### src/rtl/gnss_sample_capture.sv
// Captures a burst of decimated, quantised I/Q samples and packs them into memory words.
// Words are written one cycle after the sample that completes them; no back-pressure.
module gnss_sample_capture #(
    parameter int SRC_WIDTH   = 8,
    parameter int CH_BITS     = 1,
    parameter int SEL_MSB     = 2,
    parameter int WORD_WIDTH  = 36,
    parameter int ADDR_WIDTH  = 14,
    parameter int DECIM_WIDTH = 4
) (
    input  logic                   clk,
    input  logic                   rst,
    input  logic                   start,
    input  logic                   abort,
    input  logic [ADDR_WIDTH:0]    num_words,
    input  logic [DECIM_WIDTH-1:0] decim,
    input  logic                   sample_valid,
    input  logic [SRC_WIDTH-1:0]   adc_i,
    input  logic [SRC_WIDTH-1:0]   adc_q,
    output logic [WORD_WIDTH-1:0]  mem_di,
    output logic [ADDR_WIDTH-1:0]  mem_ad,
    output logic                   mem_wre,
    output logic                   busy,
    output logic                   done,
    output logic [ADDR_WIDTH:0]    words_written
);

    localparam int SLOT_W  = 2 * CH_BITS;
    localparam int SPW     = WORD_WIDTH / SLOT_W;
    localparam int SLOT_IW = (SPW > 1) ? $clog2(SPW) : 1;
    localparam logic [SLOT_IW-1:0] LAST_SLOT = SLOT_IW'(SPW - 1);

    typedef enum logic [1:0] {
        S_IDLE,
        S_CAPTURE,
        S_DONE
    } state_t;

    state_t                 state_q, state_d;
    logic [ADDR_WIDTH:0]    num_words_q, num_words_d;
    logic [DECIM_WIDTH-1:0] decim_q, decim_d;
    logic [DECIM_WIDTH-1:0] dcnt_q, dcnt_d;
    logic [SLOT_IW-1:0]     slot_q, slot_d;
    logic [WORD_WIDTH-1:0]  word_q, word_d;
    logic [ADDR_WIDTH-1:0]  addr_q, addr_d;
    logic [WORD_WIDTH-1:0]  mem_di_q, mem_di_d;
    logic [ADDR_WIDTH-1:0]  mem_ad_q, mem_ad_d;
    logic                   mem_wre_q, mem_wre_d;
    logic                   done_q, done_d;
    logic [ADDR_WIDTH:0]    words_written_q, words_written_d;

    logic [SLOT_W-1:0]      kept_slot;
    logic [WORD_WIDTH-1:0]  word_fill;
    logic                   unused_adc_bits;

    assign unused_adc_bits = ^{adc_i, adc_q};

    always_comb begin
        state_d         = state_q;
        num_words_d     = num_words_q;
        decim_d         = decim_q;
        dcnt_d          = dcnt_q;
        slot_d          = slot_q;
        word_d          = word_q;
        addr_d          = addr_q;
        mem_di_d        = mem_di_q;
        mem_ad_d        = mem_ad_q;
        mem_wre_d       = 1'b0;
        done_d          = done_q;
        words_written_d = words_written_q;

        kept_slot = {adc_q[SEL_MSB -: CH_BITS], adc_i[SEL_MSB -: CH_BITS]};
        word_fill = word_q;
        word_fill[int'(slot_q) * SLOT_W +: SLOT_W] = kept_slot;

        case (state_q)
            S_IDLE, S_DONE: begin
                if (start) begin
                    state_d         = S_CAPTURE;
                    num_words_d     = num_words;
                    decim_d         = decim;
                    dcnt_d          = '0;
                    slot_d          = '0;
                    word_d          = '0;
                    addr_d          = '0;
                    mem_ad_d        = '0;
                    done_d          = 1'b0;
                    words_written_d = '0;
                end
            end
            S_CAPTURE: begin
                if (abort) begin
                    state_d = S_IDLE;
                    slot_d  = '0;
                    word_d  = '0;
                end else if (num_words_q == '0) begin
                    state_d = S_DONE;
                    done_d  = 1'b1;
                end else if (sample_valid) begin
                    dcnt_d = (dcnt_q == decim_q) ? '0 : dcnt_q + 1'b1;
                    // Only the first sample of each decimation group is kept.
                    if (dcnt_q == '0) begin
                        if (slot_q == LAST_SLOT) begin
                            mem_wre_d       = 1'b1;
                            mem_di_d        = word_fill;
                            mem_ad_d        = addr_q;
                            addr_d          = addr_q + 1'b1;
                            slot_d          = '0;
                            word_d          = '0;
                            words_written_d = words_written_q + 1'b1;
                            if (words_written_d == num_words_q) begin
                                state_d = S_DONE;
                                done_d  = 1'b1;
                            end
                        end else begin
                            word_d = word_fill;
                            slot_d = slot_q + 1'b1;
                        end
                    end
                end
            end
            default: state_d = S_IDLE;
        endcase
    end

    always_ff @(posedge clk) begin
        if (rst) begin
            state_q         <= S_IDLE;
            num_words_q     <= '0;
            decim_q         <= '0;
            dcnt_q          <= '0;
            slot_q          <= '0;
            word_q          <= '0;
            addr_q          <= '0;
            mem_di_q        <= '0;
            mem_ad_q        <= '0;
            mem_wre_q       <= 1'b0;
            done_q          <= 1'b0;
            words_written_q <= '0;
        end else begin
            state_q         <= state_d;
            num_words_q     <= num_words_d;
            decim_q         <= decim_d;
            dcnt_q          <= dcnt_d;
            slot_q          <= slot_d;
            word_q          <= word_d;
            addr_q          <= addr_d;
            mem_di_q        <= mem_di_d;
            mem_ad_q        <= mem_ad_d;
            mem_wre_q       <= mem_wre_d;
            done_q          <= done_d;
            words_written_q <= words_written_d;
        end
    end

    assign mem_di        = mem_di_q;
    assign mem_ad        = mem_ad_q;
    assign mem_wre       = mem_wre_q;
    assign busy          = (state_q == S_CAPTURE);
    assign done          = done_q;
    assign words_written = words_written_q;

endmodule

### config.mk
export PLATFORM = sky130hd
export DESIGN_NAME = gnss_sample_capture
export DESIGN_NICKNAME = d
export VERILOG_FILES = /design/src/rtl/gnss_sample_capture.sv
export SDC_FILE = /design/constraint.sdc
export NUM_CORES = 1
export LEC_CHECK = 0
export CORE_MARGIN = 3
export CORE_UTILIZATION = 54
export DETAILED_ROUTE_END_ITERATION = 8
export PLACE_DENSITY = 0.77
export REMOVE_ABC_BUFFERS = 1
export SYNTH_ARGS = -nofsm -noshare
export SYNTH_HDL_FRONTEND = slang
export SYNTH_SLANG_ARGS = --single-unit
### constraint.sdc
create_clock -name clk -period 3.6 [get_ports clk]
set_input_delay 1.08 -clock clk [delete_from_list [all_inputs] [get_ports clk]]
set_output_delay 1.08 -clock clk [all_outputs]
set_load 0.005 [all_outputs]
==> metrics.md <==
| Metric | Value |
|---|---|
| Io pins | approximately 110 |
| Fill cells | around 1,000 |
| Slack of the critical path | between 0.4 and 0.5 ns |
| Die height | approximately 120 microns |
| Worst skew pair latency | approximately 0.42 ns |
| Antenna diode count | 0 |
| Measured slew at the worst slew-check pin | roughly 0.87 ns |
| Syn Area/Cell | roughly 8.6 sq um |
| CP Launch Type | flop |
| Hold endpoint | mem_ad[12] |
| Outcome | finished, final reports clean |
| Comb pwr share | ~7.1% |
| Synth cell count leaders | dfxtp_1 (147), nand2_1 (92), a21oi_1 (74) |
| Initial antenna violation count | 0 |
| Synth top area share | a little over two fifths |
| Placed cells | around 1,000 |
| Layout Cells excl Fill | between 1,000 and 1,500 |
| Largest net degree at the start of global routing | 60 |
| Vias | roughly 6,400 |
| Switching Power | ~900 uW |
| Met2 usage | around 44% |
| Clock power share | approximately half |
| Met3 usage | 5.66% |
| Drt first pass iters | 5 |
| Gate Count Post-Synth | around 810 |
| Kind of critical path | reg2reg |
| R2R setup slack | about 0.46 ns |
| Part of the cycle the worst path needs | 87.1% |
| Clock Skew | 0.00967 ns |
| CTS resizes | 0 |
| Synth Flop Type | dfxtp_1 |
| Die width | 120 microns |
| Reg2reg end | mem_di[14] |
| Seq pwr share | between 40% and 50% |
| Switching part of the total power | a little under a quarter |
| Main area contributors after synthesis | dfxtp_1 (42%), a21oi_1 (5.3%), nand2_1 (4.9%), mux2i_1 (4.8%), nor2_1 (3.7%) |
| Post-layout minimum cycle time | about 3.1 ns |
| Post-synth cell types | a little over 60 |
| CTS buffer count | 17 |
| Routed wire length | approximately 18,000 microns |
| FF-to-FF Start | slot_q[1] |
| Max-slew violation count | 0 |
| Yosys reg bits | 147 |
| Vias/cell | roughly 6.0 |
| Root Buffer | clkbuf_16 |
| Worst reg2reg path depth | 8 |
| Routed wire length per instance | around 17 microns |
| Count leader, synth | dfxtp_1 |
| RSZ-0062 raised after global routing | false |
| DRC | 0 |
| Hold buffers post-CTS | 0 |
| Clock Path Buffers | 2 |
| Clk sink count | approximately 150 |
| CTS tree | done |
| HP Class | reg2reg |
| EDFF count, synth | 0 |
| Grt peak-use layer | met2 |
| Max VDD drop | between 0.3 and 0.4 mV |
| Die area | 14,400 sq um |
| LEAKAGE | roughly 0.0030 uW |
| Max frequency | 0.319 GHz |
| Final-report setup violation count | 0 |
| CP max FO | 13 |
| Dpl hpwl | around 13,000 microns |
| Final Hold Fails | 0 |
| Data required, critical path | ~3.9 ns |
| Multi-input gate area | approximately 3800 sq um |
| Worst relative slew slack | around 41% |
| Area grow syn2layout | 23.6% |
| P per Cell Area | between 400 and 500 nW/um^2 |
| Synth async-reset ratio | 0% |
| H-tree levels | 4 |
| Kind of end point of the critical path | flop |
| Nets | around 930 |
| Hold wc startpoint | mem_ad[12] |
| Vias in the first global route | between 6,000 and 7,000 |
| Maxcap violations | 0 |
| Yosys warning total | 0 |
| Area leader, netlist | dfxtp_1 |
| DR iter-0 viols | around 520 |
| Internal power | ~2900 uW |
| Total core area | about 13,000 sq um |
| Post-CTS Setup Bufs | 0 |
| Initial core utilization | 55.5% |
| RePlAce Congestion | 0.896 |
| Clock transition at the registers of the reported paths | roughly 0.06 ns |
| Total global routing track utilization | approximately a quarter |
| Cell Area, Synth | between 7000 and 8000 sq um |
| Reg area | roughly 2900 sq um |
| Pre-CTS setup slack | between 0.1 and 0.15 ns |
| Met1 usage | between 30% and 40% |
| Rows | slightly above 40 |
| Post-synthesis sequential area ratio | between 40% and 50% |
| Min-Delay Path Depth | 2 |
| Fraction of layout cells with a size suffix above 1 | 9.38% |
| GRT Residual Overflow | 0 |
| Input/output buffers | 93 |
| Post-route antenna net violation count | 0 |
| Critical path arrival | approximately 3.4 ns |
| Global-route wire length before repair | 30,300 microns |
-- cells by family after synthesis --
logic type | Yosys count | synth area share, %
AND/OR/NAND/NOR | 295 | 21.3
AO/OA/AOI/OAI | 223 | 21.3
flip-flops | 147 | 41.9
buffers and inverters | 69 | 4.65
XOR/XNOR | 37 | 4.61
multiplexers | 34 | 4.84
adder cells (fa/ha/maj) | 8 | 1.42
-- how the worst max path moves through the flow --
stage / startpoint / endpoint / slack [ns] / cells after the start
final: slot_q[1] / mem_di[14] / 0.46 / 8
after global routing: slot_q[1] / mem_di[14] / 0.26 / 8
after CTS: slot_q[1] / mem_di[14] / 0.52 / 8
after detailed placement: start / word_q[35] / 0.15 / 6
after global placement: start / word_q[16] / 0.29 / 6
after floorplan: abort / words_written[14] / -0.05 / 5
-- stage by stage --
stage	hold slack, ns	TNS, ns	power (uW)	instance area (sq um)	utilization [%]
2_1_floorplan	0.425	-0.0499	1840	6740	-
3_3_place_gp	0.438	0	1950	8050	63.6
3_5_place_dp	0.448	0	1960	8050	63.6
4_1_cts	0.456	0	3830	8690	68.5
5_1_grt	0.468	0	3930	8690	68.5
6_report	0.453	0	3810	8690	68.5
-- sequential cells by signal, indices dropped and copies added, names as in the netlist --
signal         cells
addr_q            14
dcnt_q             4
decim_q            4
done               1
mem_ad            14
mem_di            36
mem_wre            1
num_words_q       15
slot_q             5
state_q            2
word_q            36
words_written     15
-- critical path, stage by stage, from the launching register on --
cell	delay (ns)
dfxtp_1	0.50
inv_1	0.11
ha_1	0.33
nor3b_1	0.21
ha_1	0.53
o21ai_0	0.33
nor4_1	0.54
mux2i_1	0.36
a21oi_1	0.11
-- metal layers --
layer / vias up / part of all wire (%)
li1: 3109 / -
met2: 210 / 49
met5: - / 0
met1: 3044 / 43
met3: 47 / 5.3
met4: 0 / 2.9
-- cell type report --
class	count	area share (%)
sequential	147	33.9
clock inverter	15	2.39
clock buffer	17	4.90
inverter	10	0.432
timing repair buffer	110	12.6
multi-input combinational	597	43.4
tap	172	2.48
-- placed cells by master (no fill, tap or decap), types with 5 or more instances in the layout --
master | Yosys | layout
dfxtp_1 | 147 | 147
clkinv_4 | 0 | 7
nor4_1 | 13 | 13
clkdlybuf4s50_1 | 0 | 92
or3_1 | 8 | 8
nand4_1 | 8 | 8
nor4b_1 | 6 | 6
o211ai_1 | 8 | 8
a211oi_1 | 22 | 22
nor3_1 | 9 | 9
and2_1 | 11 | 11
a311oi_1 | 12 | 12
nand3_1 | 30 | 30
mux2i_1 | 34 | 34
ha_1 | 8 | 8
o21ai_1 | 8 | 8
o21ai_0 | 43 | 43
clkbuf_16 | 0 | 17
a31oi_1 | 7 | 7
xor2_1 | 7 | 7
buf_4 | 2 | 14
nor2_1 | 70 | 70
xnor2_1 | 30 | 30
a21oi_1 | 74 | 74
nand2_1 | 92 | 92
o2bb2ai_1 | 15 | 15
a32o_2 | 14 | 14
o2bb2ai_2 | 5 | 5
inv_1 | 10 | 10
and4_1 | 6 | 6
nand2b_1 | 5 | 5
and3_1 | 10 | 10
-- power groups by stage --
stage | Combinational [uW] | Sequential (uW) | Clock (uW)
after global placement | 256 | 1700 | 0
after CTS | 268 | 1660 | 1900
final | 269 | 1660 | 1880
after floorplan | 149 | 1690 | 0
after global routing | 295 | 1660 | 1970
after detailed placement | 264 | 1700 | 0
No activity file was read; power rests on OpenSTA's default activity.
